## config.mk

```make
export PLATFORM = sky130hd
export DESIGN_NAME = opd_bus_arbiter
export DESIGN_NICKNAME = d
export VERILOG_FILES = /design/src/rtl/opd_bus_arbiter.sv
export SDC_FILE = /design/constraint.sdc
export NUM_CORES = 1
export LEC_CHECK = 0
export CAP_MARGIN = 20
export CORE_MARGIN = 1.5
export CORE_UTILIZATION = 42
export CTS_CLUSTER_DIAMETER = 100
export CTS_CLUSTER_SIZE = 30
export DETAILED_ROUTE_END_ITERATION = 8
export GPL_ROUTABILITY_DRIVEN = 1
export GPL_TIMING_DRIVEN = 0
export PLACE_DENSITY = 0.85
export SETUP_SLACK_MARGIN = 0.5
export SYNTH_ARGS = -nofsm -noshare
export SYNTH_HDL_FRONTEND = slang
export SYNTH_SLANG_ARGS = --single-unit
```

## constraint.sdc

```tcl
create_clock -name clk -period 3.7 [get_ports clk]
set_clock_uncertainty 0.15 [all_clocks]
set_input_delay 0.74 -clock clk [delete_from_list [all_inputs] [get_ports clk]]
set_output_delay 0.74 -clock clk [all_outputs]
set_load 0.05 [all_outputs]
```

## src/rtl/opd_bus_arbiter.sv

```systemverilog
// Two-master round-robin arbiter and access sequencer for the memory-mapped output device.
// Each access runs IDLE -> ACC -> (HOLD)* -> RESP and ends with a one-cycle ack to the granted master.
module opd_bus_arbiter #(
  parameter int DW   = 32,
  parameter int HOLD = 0
) (
  input  logic          clk,
  input  logic          rst_n,
  input  logic          m0_req,
  input  logic          m0_we,
  input  logic [1:0]    m0_addr,
  input  logic [DW-1:0] m0_wdata,
  output logic          m0_ack,
  input  logic          m1_req,
  input  logic          m1_we,
  input  logic [1:0]    m1_addr,
  input  logic [DW-1:0] m1_wdata,
  output logic          m1_ack,
  output logic [DW-1:0] rdata,
  output logic          dev_en,
  output logic [1:0]    dev_addr,
  output logic [DW-1:0] dev_din,
  input  logic [DW-1:0] dev_dout,
  output logic          busy
);

  typedef enum logic [1:0] {S_IDLE, S_ACC, S_HOLD, S_RESP} state_t;

  localparam logic [3:0] HOLD_INIT = 4'((HOLD > 0) ? HOLD - 1 : 0);

  state_t          state, state_nxt;
  logic            sel;
  logic            last_gnt;
  logic            lat_we;
  logic [1:0]      lat_addr;
  logic [DW-1:0]   lat_wdata;
  logic [3:0]      hold_cnt;
  logic            any_req;
  logic            win;

  assign any_req = m0_req | m1_req;
  // On a tie the master that was not granted last time wins.
  assign win     = (m0_req & m1_req) ? ~last_gnt : m1_req;

  // NOTE: assign state_nxt its default before the case so every path drives it and no latch is inferred.
  always_comb begin
    state_nxt = state;
    case (state)
      S_IDLE: if (any_req) state_nxt = S_ACC;
      S_ACC:  state_nxt = (HOLD > 0) ? S_HOLD : S_RESP;
      S_HOLD: if (hold_cnt == 4'd0) state_nxt = S_RESP;
      S_RESP: state_nxt = S_IDLE;
      default: state_nxt = S_IDLE;
    endcase
  end

  // NOTE: sequential state uses non-blocking assignments so every register samples pre-edge values.
  always_ff @(posedge clk or negedge rst_n) begin
    if (!rst_n) state <= S_IDLE;
    else        state <= state_nxt;
  end

  always_ff @(posedge clk or negedge rst_n) begin
    if (!rst_n) begin
      sel       <= 1'b0;
      last_gnt  <= 1'b1;
      lat_we    <= 1'b0;
      lat_addr  <= 2'b00;
      lat_wdata <= '0;
      hold_cnt  <= 4'd0;
      rdata     <= '0;
    end else begin
      if (state == S_IDLE && any_req) begin
        sel       <= win;
        last_gnt  <= win;
        lat_we    <= win ? m1_we    : m0_we;
        lat_addr  <= win ? m1_addr  : m0_addr;
        lat_wdata <= win ? m1_wdata : m0_wdata;
      end
      if (state == S_ACC) begin
        rdata    <= dev_dout;
        hold_cnt <= HOLD_INIT;
      end else if (state == S_HOLD && hold_cnt != 4'd0) begin
        hold_cnt <= hold_cnt - 4'd1;
      end
    end
  end

  // Outputs decode registered state only, so reset clears dev_en/ack/busy without waiting for a clock.
  assign dev_en   = (state == S_ACC) & lat_we;
  assign dev_addr = lat_addr;
  assign dev_din  = lat_wdata;
  assign m0_ack   = (state == S_RESP) & ~sel;
  assign m1_ack   = (state == S_RESP) &  sel;
  assign busy     = (state != S_IDLE);

endmodule

```

==> impl_metrics.tcl, run 1 <==
set metrics [dict create \
    r2r-start "hold_cnt[0]" \
    critPathCaptureType "output port" \
    drt_wl_total_mm 8.23 \
    clk_latency_ns 0.33 \
    ys_warn_count 0 \
    grt_setup_unrepaired "no" \
    ys_seq_elements 75 \
    holdWs_ns 0.0578 \
    syn_area_um2 3300 \
    final_cell_mix "clkdlybuf4s50_1, dfrtp_1, nand2_1" \
    die_area_um2 8400 \
    num_vias 2704 \
    grt_overflow_total 0 \
    setup_tns_ns 0 \
    rrSetupSlack_ns 1.79 \
    synth_enable_flop_cells 0 \
    ir_worst_vdd_mv 0.550 \
    synth_top_area_cell "dfrtp_1" \
    async_reset_ff_share_pct 100 \
    drive_gt1_share_pct 13.6 \
    max_freq_ghz 0.342 \
    grt_max_degree 71 \
    post_cts_buffers 0 \
    final_common_cell "clkdlybuf4s50_1" \
    setup_viol 0 \
    crit_arrival_ns 2.04 \
    layout.nets 569 \
    critPathRequiredTime_ns 2.81 \
    fp.dieW_um 91.7 \
    io_pins 176 \
    drv_slew 0 \
    htree_levels 3 \
    layout-area-overhead-vs-synth_pct 64.6 \
    drt-wirelength-per-cell_um 14.6 \
    post-dp-hpwl_mm 6.51 \
    cts_sinks 75 \
    ys.flop_type "dfrtp_1" \
    grt_pass1_wl_mm 13.0 \
    start_util_pct 43.2 \
    status "finished clean" \
    ctsHoldBuffers 0 \
    cp_max_fo 5 \
    io_buffers 175 \
    first_pass_iters 4 \
    drt_iter0_markers 82 \
    use_met3_pct 3.81 \
    synth_top_area_share_pct 56.1 \
    hold_class "input port to async pin" \
    setup_ws_ns 0.774 \
    fin_crit_sh_pct 79.1 \
    cellLeakagePower_nw 2.45 \
    grt_usage_pct 19.7 \
    critPathLaunch "state[1]" \
    grt_use_met2_pct 34.2 \
    grt_pass1_vias 2839 \
    cts_tree "built" \
    cp-start-kind "flop" \
    ys_types 28 \
    worst-setup-path-type "flop to output port" \
    final_area_um2 5430 \
    die_height_um 91.7 \
    yosysSeqAreaShare_pct 56.9 \
    vias_per_cell 4.79 \
    powerDensity_nw_per_um2 969 \
    avgSynthCellArea_um2 12.2 \
    cts_resized 1 \
    place.gp.congestion 0.755 \
    final.min_clock_period_ns 2.93 \
    maxCapViolations 0 \
    core_um2 7650 \
    rr_worst_depth 6 \
    max_slew_margin_pct 63.8 \
    rows 32 \
    antenna_found_initial 0 \
    drc 0 \
    numCtsBuffers 9 \
    cts-root-buf "clkbuf_8" \
    hold_violations 0 \
    synth_area_leaders "dfrtp_1, mux2i_1, mux2_2, o21ai_1, nand2_1" \
    ant_nets 0 \
    top_usage_layer "met2" \
    dpl_cell_area_um2 5200 \
    pre_cts_slack_ns 0.670 \
    grt_util_met1_pct 23.4 \
    antennaDiodeCount 0 \
    syn-num-nets 382 \
    synthCells 270 \
    path_clk_slew_ns 0.07 \
    cts_max_path_buffers 2 \
    fin_util_pct 71.0 \
    worst_slew_pin_slew_ns 0.541 \
]
## metrics by stage
stage | total power, mW | cells
3_5_place_dp | 4.61 | 548
3_3_place_gp | 4.53 | 547
2_1_floorplan | 3.50 | 270
5_1_grt | 5.51 | 564
6_report | 5.26 | 564
4_1_cts | 5.31 | 564
## cell families (layout without fill, tap and decap cells)
kind of cell    count (synthesis)  after routing  synth area share [%]
compound gates                 45             45                  7.92
fa+ha+maj                       6              6                  2.27
buf+inv                        22            214                  3.64
flops                          75             75                  56.9
mux                            69             69                  22.3
simple gates                   53             53                  6.98
## final timing paths
path | endpoint
setup / recovery | busy
hold / removal | rdata[29]
setup reg to reg | state[1]
hold reg to reg | dev_din[31]
max in group asynchronous | last_gnt
min in group clk | dev_din[31]
## where the power goes
part | internal [mW] | total [mW] | switching [mW]
registers | 1.22 | 1.42 | 0.204
clock network | 0.402 | 0.699 | 0.297
logic | 1.16 | 3.14 | 1.98
total | 2.78 | 5.26 | 2.48
## critical path, stage by stage, from the launching register on
cell	delay, ns
dfrtp_1	0.40
inv_1	0.08
ha_1	0.28
inv_1	0.12
clkdlybuf4s50_1	0.83
## final cells by class
class                   instances  area, um2
repair buffers                176       1780
fillers                       570       2220
multi-input cells             173       1300
plain buffers                  16       98.8
clock buffers                  11        141
well taps                     102        128
flip-flops and latches         75       1880
inverters                       6       22.5
clock inverters                 5       85.1
## cell usage after synthesis, types with 2 or more instances
master,instances
mux2i_1,36
nor2_1,4
clkbuf_1,8
buf_6,4
buf_2,3
inv_1,6
dfrtp_1,74
and2_1,3
ha_1,6
mux2_2,32
nand3_1,3
nand2_1,38
o21ai_1,37
a21oi_1,2
## routing by layer
metal	vias up	share of wire (%)
met2	103	52
met5	-	0
met4	0	2.3
met1	1277	40
li1	1309	-
met3	15	5.9
## state kept, by name, indices dropped and copies added, names as in the netlist
register / flops
dev_addr: 2
dev_din: 32
hold_cnt: 4
last_gnt: 1
lat_we: 1
rdata: 32
sel: 1
state: 2
Note: power is estimated with default switching activity, not from simulation.
==> run 2: changes to the inputs <==
--- a/config.mk
+++ b/config.mk
@@ -7,13 +7,13 @@
 export LEC_CHECK = 0
 export CAP_MARGIN = 20
 export CORE_MARGIN = 1.5
-export CORE_UTILIZATION = 42
+export CORE_UTILIZATION = 39
 export CTS_CLUSTER_DIAMETER = 100
 export CTS_CLUSTER_SIZE = 30
 export DETAILED_ROUTE_END_ITERATION = 8
 export GPL_ROUTABILITY_DRIVEN = 1
 export GPL_TIMING_DRIVEN = 0
-export PLACE_DENSITY = 0.85
+export PLACE_DENSITY = 0.8
 export SETUP_SLACK_MARGIN = 0.5
 export SYNTH_ARGS = -nofsm -noshare
 export SYNTH_HDL_FRONTEND = slang
==> constraint.sdc (replaced) <==
create_clock -name clk -period 3 [get_ports clk]
set_clock_uncertainty 0.15 [all_clocks]
set_input_delay 0.6 -clock clk [delete_from_list [all_inputs] [get_ports clk]]
set_output_delay 0.6 -clock clk [all_outputs]
set_load 0.05 [all_outputs]
==> impl_metrics.tcl, run 2 (same netlist as run 1, synthesis figures left out) <==
set metrics [dict create \
    crit_arrival_ns 1.60 \
    die_area_um2 9020 \
    antennaDiodeCount 0 \
    core_um2 8220 \
    final_cell_mix "clkdlybuf4s50_1, dfrtp_1, nand2_1" \
    dp.cells 551 \
    grt_max_degree 54 \
    numCtsBuffers 9 \
    worst-setup-path-type "flop to output port" \
    clk_latency_ns 0.33 \
    place.gp.congestion 0.755 \
    drt_wl_total_mm 8.25 \
    cts-root-buf "clkbuf_8" \
    hold_class "input port to async pin" \
    ir_worst_vdd_mv 0.543 \
    io_pins 176 \
    status "finished clean" \
    total_power_mw 6.39 \
    cts_max_path_buffers 2 \
    worst_slew_pin_slew_ns 0.536 \
    final_area_um2 5410 \
    layout-area-overhead-vs-synth_pct 63.9 \
    first_pass_iters 4 \
    drt_iter0_markers 69 \
    max_freq_ghz 0.426 \
    drive_gt1_share_pct 14.1 \
    rrSetupSlack_ns 1.13 \
    fin_crit_sh_pct 78.3 \
    cts_sinks 75 \
    fp.dieW_um 95.0 \
    critPathCaptureType "output port" \
    grt_usage_pct 19.0 \
    rr_worst_depth 6 \
    final_common_cell "clkdlybuf4s50_1" \
    path_clk_slew_ns 0.08 \
    drc 0 \
    drv_slew 0 \
    cellLeakagePower_nw 2.44 \
    ant_nets 0 \
    maxCapViolations 0 \
    setup_viol 0 \
    cp-start-kind "flop" \
    swShare_pct 47.7 \
    final.min_clock_period_ns 2.35 \
    dpl_cell_area_um2 5210 \
    cp_max_fo 10 \
    num_vias 2719 \
    holdWs_ns 0.00764 \
    r2r-end "state[1]" \
    vias_per_cell 4.80 \
    grt_setup_unrepaired "no" \
    r2r-start "hold_cnt[0]" \
    antenna_found_initial 0 \
    start_util_pct 40.2 \
    power_frac_seq_pct 27.3 \
    post-dp-hpwl_mm 6.45 \
    rows 33 \
    p_int_mw 3.34 \
    hold_violations 0 \
    max_slew_margin_pct 64.2 \
    die_height_um 95.0 \
    instances_no_fill 567 \
    htree_levels 3 \
    power.switching_mw 3.05 \
    io_buffers 175 \
    cts_tree "built" \
    grt_pass1_wl_mm 13.3 \
    drt-wirelength-per-cell_um 14.5 \
    powerDensity_nw_per_um2 1180 \
    layout.nets 569 \
    grt_overflow_total 0 \
    grt_pass1_vias 2856 \
    critPathRequiredTime_ns 2.25 \
    comb_power_share_pct 60.8 \
    p_clk_share_pct 12.0 \
]
-- run 2: cell count changes in the layout (fill, tap and decap cells not counted), sizes merged --
cell           delta
clkdlybuf4s50     -3
buf               +1
bufinv            -1
clkbuf            +1
clkdlybuf4s15     +1
clkinvlp          +1
dlygate4sd2       +1
inv               -1
-- run 2: how the worst max path moves through the flow --
stage,from,end,slack [ns],cells after the start
final,state[1],dev_en,0.65,5
after global routing,state[1],dev_en,0.53,5
after detailed placement,state[1],dev_en,0.09,5
after CTS,state[1],dev_en,0.46,5
after global placement,rst_n,dev_din[22],-1.42,1
after floorplan,state[1],dev_en,0.84,4
-- run 2: metrics by stage --
| step | TNS, ns | worst slack, ns | util [%] |
|---|---|---|---|
| 2_1_floorplan | 0 | 0.835 | - |
| 3_3_place_gp | -105.06 | -1.42 | 63.1 |
| 3_5_place_dp | 0 | 0.0924 | 63.4 |
| 4_1_cts | 0 | 0.462 | 65.7 |
| 5_1_grt | 0 | 0.527 | 65.8 |
| 6_report | 0 | 0.651 | 65.8 |
-- run 2: metal layers --
metal  vias to the layer above  GRT usage (%)  wire (um)
li1                       1308              -          -
met4                         0           5.60         98
met3                         8           5.23        692
met1                      1296           22.9       3310
met5                         -              0          0
met2                       107           33.1       4140
-- run 2: worst max-delay path, stage by stage (launching register included) --
cell,delay (ns)
dfrtp_1,0.41
inv_1,0.09
ha_1,0.23
buf_6,0.17
and2_1,0.14
clkbuf_4,0.23
-- run 2: repair_timing --
action | in CTS | in global routing
endpoints found under the setup margin | 4 | 2
hold buffers | 0 | 0
gates cloned | 0 | 0
buffers inserted | 0 | 0
resized for setup | 11 | 6
-- run 2: final cells by class --
type / instances / area, um2
Clock buffer: 12 / 145
Timing Repair Buffer: 176 / 1770
Fill cell: 668 / 2810
Clock inverter: 4 / 50.0
Inverter: 6 / 22.5
Sequential cell: 75 / 1880
Buffer: 16 / 105
Tap cell: 105 / 131
Multi-Input combinational cell: 173 / 1310
-- run 2: power groups by stage --
| stage | clock network [mW] | logic [mW] | registers [mW] |
|---|---|---|---|
| 6_report | 0.764 | 3.88 | 1.74 |
| 3_3_place_gp | 0 | 3.85 | 1.74 |
| 4_1_cts | 0.787 | 3.91 | 1.75 |
| 2_1_floorplan | 0 | 1.01 | 3.30 |
| 5_1_grt | 0.838 | 4.11 | 1.81 |
| 3_5_place_dp | 0 | 3.92 | 1.77 |
